[src/rtl/serial_subtractor.sv]
// Bit-serial subtractor: diff = a - b - bin, one bit per clock, LSB first,
// through a single full-subtractor cell and a borrow flop.
module serial_subtractor #(
    parameter int WIDTH = 4
) (
    input  logic             clk,
    input  logic             rst_n,
    input  logic             start,
    input  logic [WIDTH-1:0] a,
    input  logic [WIDTH-1:0] b,
    input  logic             bin,
    output logic             busy,
    output logic             done,
    output logic [WIDTH-1:0] diff,
    output logic             bout
);
    localparam int            CW   = $clog2(WIDTH + 1);
    localparam logic [CW-1:0] LAST = CW'(WIDTH - 1);

    typedef enum logic {IDLE, SHIFT} state_t;
    state_t state, state_nx;

    logic [WIDTH-1:0] a_sr, b_sr, r_sr;
    logic [WIDTH-1:0] a_sr_nx, b_sr_nx, r_sr_nx, diff_nx;
    logic [CW-1:0]    cnt, cnt_nx;
    logic             brw, brw_nx, bout_nx, done_nx;
    logic             d_bit, brw_bit;

    assign d_bit   = a_sr[0] ^ b_sr[0] ^ brw;
    assign brw_bit = (~a_sr[0] & b_sr[0]) | (~(a_sr[0] ^ b_sr[0]) & brw);
    assign busy    = (state == SHIFT);

    always_ff @(posedge clk or negedge rst_n) begin
        if (!rst_n) begin
            state <= IDLE;
            a_sr  <= '0;
            b_sr  <= '0;
            r_sr  <= '0;
            cnt   <= '0;
            brw   <= 1'b0;
            diff  <= '0;
            bout  <= 1'b0;
            done  <= 1'b0;
        end else begin
            state <= state_nx;
            a_sr  <= a_sr_nx;
            b_sr  <= b_sr_nx;
            r_sr  <= r_sr_nx;
            cnt   <= cnt_nx;
            brw   <= brw_nx;
            diff  <= diff_nx;
            bout  <= bout_nx;
            done  <= done_nx;
        end
    end

    always_comb begin
        state_nx = state;
        a_sr_nx  = a_sr;
        b_sr_nx  = b_sr;
        r_sr_nx  = r_sr;
        cnt_nx   = cnt;
        brw_nx   = brw;
        diff_nx  = diff;
        bout_nx  = bout;
        done_nx  = 1'b0;
        case (state)
            IDLE: begin
                if (start) begin
                    a_sr_nx  = a;
                    b_sr_nx  = b;
                    brw_nx   = bin;
                    cnt_nx   = '0;
                    state_nx = SHIFT;
                end
            end
            SHIFT: begin
                // Result bits enter at the MSB so the LSB lands in place after WIDTH shifts.
                a_sr_nx = a_sr >> 1;
                b_sr_nx = b_sr >> 1;
                r_sr_nx = WIDTH'({d_bit, r_sr} >> 1);
                brw_nx  = brw_bit;
                cnt_nx  = cnt + CW'(1);
                if (cnt == LAST) begin
                    diff_nx  = r_sr_nx;
                    bout_nx  = brw_bit;
                    done_nx  = 1'b1;
                    state_nx = IDLE;
                end
            end
            default: state_nx = IDLE;
        endcase
    end
endmodule

[config.mk]
export PLATFORM = sky130hd
export DESIGN_NAME = serial_subtractor
export DESIGN_NICKNAME = d
export VERILOG_FILES = /design/src/rtl/serial_subtractor.sv
export SDC_FILE = /design/constraint.sdc
export NUM_CORES = 1
export LEC_CHECK = 0
export CAP_MARGIN = 5
export CORE_MARGIN = 8
export CORE_UTILIZATION = 45
export CTS_CLUSTER_DIAMETER = 200
export DETAILED_ROUTE_END_ITERATION = 16
export PLACE_DENSITY = 0.8
export SLEW_MARGIN = 20
export SYNTH_ARGS = -nofsm -noshare
export SYNTH_HDL_FRONTEND = slang
export SYNTH_SLANG_ARGS = --single-unit
[constraint.sdc]
create_clock -name clk -period 1.8 [get_ports clk]
set_input_delay 0.18 -clock clk [delete_from_list [all_inputs] [get_ports clk]]
set_output_delay 0.18 -clock clk [all_outputs]
set_load 0.03 [all_outputs]
Word level (Yosys, flattened, before mapping)
Cells that the tools add are included.
{"block": "word_totals", "elab_cells": 34, "ramBits": 0, "mem_count": 0, "inputBits": 12, "register_bits": 23, "latchBits": 0, "romBits": 0}
{"block": "op_classes", "eq_ne": 2, "magnitude_cmp": 0, "muxes": 13, "bitwise_logic": 8, "n_reduce_logical": 1, "div": 0, "multipliers": 0, "shifts": 0, "n_addsub": 1}
{"operator": "4-bit one-hot mux with 2 select lines", "n": 2}
{"operator": "4-bit two-way mux", "n": 2}
{"operator": "3-bit one-hot mux with 2 select lines", "n": 1}
{"operator": "1-bit two-way mux", "n": 5}
{"operator": "1-bit one-hot mux with 2 select lines", "n": 2}
{"operator": "3-bit by 1-bit adder with 3-bit output (second input constant)", "n": 1}
{"operator": "3-bit by 2-bit equality test with 1-bit output (second input constant)", "n": 1}
{"operator": "3-bit two-way mux", "n": 1}
{"operator": "1-bit NOT", "n": 3}
{"operator": "1-bit AND", "n": 2}
{"operator": "2-bit inequality test (second input constant)", "n": 1}
{"operator": "2-bit AND reduction", "n": 1}
{"operator": "1-bit bitwise XOR", "n": 2}
{"operator": "1-bit bitwise OR", "n": 1}

Longest topological paths before layout
{"block": "depth", "ltp_word": 5, "depth_mapped": 4, "mapped_depth_nobuf": 4}

Least setup slack after synthesis
No wires, ideal clock.
{"block": "synth_timing", "path_type": "reg-to-reg", "startpoint": "register cnt[0]", "endpoint": "register diff[0]", "path_slack_ns": 0.485, "required_time_ns": 1.675, "arrival_ns": 1.190, "synth_period_minus_slack_ns": 1.315, "stages_incl_launch_ff": 5, "cell_sequence": "dfrtp_1 ha_1 ha_1 nand2_4 mux2_4"}
{"block": "synth_via", "elab_chain_len": 2}
{"element": "from (decl)", "line_no": "25", "rtl": "logic [CW-1:0] cnt, cnt_nx;"}
{"element": "from (signal assigned)", "line_no": "49", "rtl": "cnt <= cnt_nx;"}
{"element": "3-bit by 2-bit equality test with 1-bit output", "line_no": "84", "rtl": "if (cnt == LAST) begin"}
{"element": "2-bit AND reduction (no source line)"}
{"element": "to (signal assigned)", "line_no": "51", "rtl": "diff <= diff_nx;"}
{"element": "to (decl)", "line_no": "14", "rtl": "output logic [WIDTH-1:0] diff,"}
No other way between the ends.
A chain may end at the register's enable or synchronous reset.

Worst setup path in the final report
{"block": "layout_timing", "startpoint": "register diff[1]", "endpoint": "output diff[1]"}
No word-level cell between the ends.

==> out/metrics.cfg <==
[sta]
finalSetupTns_ps=0
timing.final.crit_period_ps=1530
rsz0062_at_grt=false
clock.fmax_mhz=653
max_slew.worst_pin.slew_ps=506
max-slew-margin-rel_pct=66.3
setup_viol_count_final=0
setup_ws_ps=268
drv_slew=0
timing.final.crit_share_pct=85.1
finClkSkew_ps=6.15
final_hold_viol_count=0

[worst_setup_path]
critPathLaunchType=flop
path_cells=clkdlybuf4s50_1
cp_num_buf_inv=1
cp_slowest_stage_delay_ps=680
path_class=reg -> out
cp.required_ps=1620
worstPathMaxFanout=2
crit_arrival_ps=1350
r2r_cells=4
endpoint_kind=output port
reg2reg_slack_ps=420
r2r-start=cnt[0]
rr_endpoint=diff[2]
cp_slowest_cell=clkdlybuf4s50_1
cpLargestDelayFamily=buffers and inverters

[power]
power.share.clock_pct=13.6
p_total_w=0.00195
p_int_w=0.00127
peakVddDrop_v=0.000974
power_frac_comb_pct=43.1
sequentialPowerShare_pct=43.2
p_sw_w=0.000681
p_per_area_nw_per_um2=1610
sw_frac_of_total_pct=34.8
p_leak_nw=0.591

[synth]
synth_common_cells=dfrtp_1, mux2i_1, nand2_1
synth-main-ff-cell=dfrtp_1
synth_area_um2=983
synth_edf_count=0
synthTopCellsByArea=dfrtp_1, mux2i_1, mux2_4, buf_6, mux2_2
synth-seq-area-share_pct=56.0
yosys.cell_count.top_type=dfrtp_1
avgSynthCellArea_um2=13.3
synthesis.nets=89
synth-seq-cells=22
synth_top_area_cell=dfrtp_1
netlist.area_leader.share_pct=56.0
yosysUniqueCellTypes=19
ys.warnings.count=0
synth_async_sr_flop_share_pct=100
syn_inst=74

[global_route]
grt_pass1_wl_um=2840
track_usage_pct=8.81
grt_overflow=0
antenna_found_initial=0
grt_pass1_vias=606
grt_max_degree=23

[finish]
antennaDiodeCount=0
drive_gt1_share_pct=18.9
fill_cells=183
nets=111
area_delta_synth_final_pct=23.7

[routing]
drtIter0Drc=6
drc=0
wl_per_cell_um=12.9
ant_nets=0
wl_um=1590
drt-pass1-iter-count=4
vias_per_cell=4.83
vias=594

[placed_design]
io_buffers=18
place_ws_ps=439
gp_congestion=0.704

[clock_network]
cts.clk_slew.worst_paths_ps=120
clock_sinks=22
cts_max_level=1
cts_buffer_depth=2
cts-root-buf=clkbuf_4
cts_made_buffers=3
cts_tree=done
hold_buffers=0
cts_setup_buffers=0
cts-resized-gates=0
clk_latency_ps=310

[floorplan]
initial_utilization_pct=45.8
fp-row-count=17
dieArea_um2=3940
fp.dieH_um=62.8
core_area_um2=2150
die_w_um=62.8
ioPinCount=19

[status]
status=complete, no violations

[run]
drv_cap=0

[hold_path]
hp-class=in -> async

-- registers in the layout, summed over array words and instances, names as in the netlist --
register,flops
busy,1
a_sr,4
cnt,3
diff,4
b_sr,4
brw,1
bout,1
done,1
r_sr,3
-- area by class of cell --
| type | count | area (um^2) | area share (%) |
|---|---|---|---|
| flip-flops and latches | 22 | 551 | 45.3 |
| clock buffers | 4 | 36.3 | 2.98 |
| well taps | 28 | 35.0 | 2.88 |
| inverters | 5 | 18.8 | 1.54 |
| multi-input cells | 43 | 375 | 30.9 |
| repair buffers | 21 | 200 | 16.5 |
-- worst max-delay path by stage --
stage,from,end,cells after the start
after CTS,diff[3],diff[3],1
after global placement,cnt[0],diff[0],4
final,diff[1],diff[1],1
after detailed placement,cnt[0],diff[2],4
after floorplan,cnt[0],diff[0],4
after global routing,diff[3],diff[3],1
-- logic make-up (layout without fill, tap and decap cells) --
group	after synthesis	count (layout)	share of synthesized area, %
flops	22	22	56.0
mux	19	19	21.8
simple gates	12	12	6.11
compound gates	9	9	5.72
buf+inv	9	30	5.85
fa+ha+maj	3	3	4.58
-- metrics by stage --
stage	util [%]	hold WS, ps	instance area [um^2]	cells
final	56.6	215	1220	123
after global routing	56.6	228	1220	123
after CTS	56.6	202	1220	123
after detailed placement	54.9	473	1180	119
after global placement	54.9	466	1180	119
after floorplan	-	-116	983	74
-- layout by cell type, fill, tap and decap left out --
cell type	count
a21oi_1	1
a22o_1	1
buf_4	4
clkbuf_4	3
clkbuf_8	1
clkdlybuf4s50_1	17
dfrtp_1	22
fa_1	1
ha_1	2
inv_1	5
mux2_2	3
mux2_4	4
mux2i_1	12
nand2_1	6
nand2_4	1
nand2b_1	2
nor2_1	2
nor2_2	1
o21ai_0	1
o21ai_1	5
o31ai_2	1
-- per-layer routing --
layer | global-route usage (%) | routed length, um | vias to the layer above | part of all wire [%]
li1 | - | - | 290 | -
met1 | 11.6 | 770 | 281 | 48
met2 | 12.2 | 716 | 19 | 45
met3 | 3.94 | 85 | 4 | 5.3
met4 | 3.42 | 17 | 0 | 1.1
met5 | 0 | 0 | - | 0
-- power groups by stage --
stage | Combinational, W | Sequential, W | Clock (W)
final | 0.000843 | 0.000845 | 0.000266
after global placement | 0.000833 | 0.000845 | 0
after floorplan | 0.000506 | 0.000950 | 0
after CTS | 0.000861 | 0.000849 | 0.000285
after detailed placement | 0.000859 | 0.000860 | 0
after global routing | 0.000932 | 0.000879 | 0.000291
(Power assumes the default switching activity.)
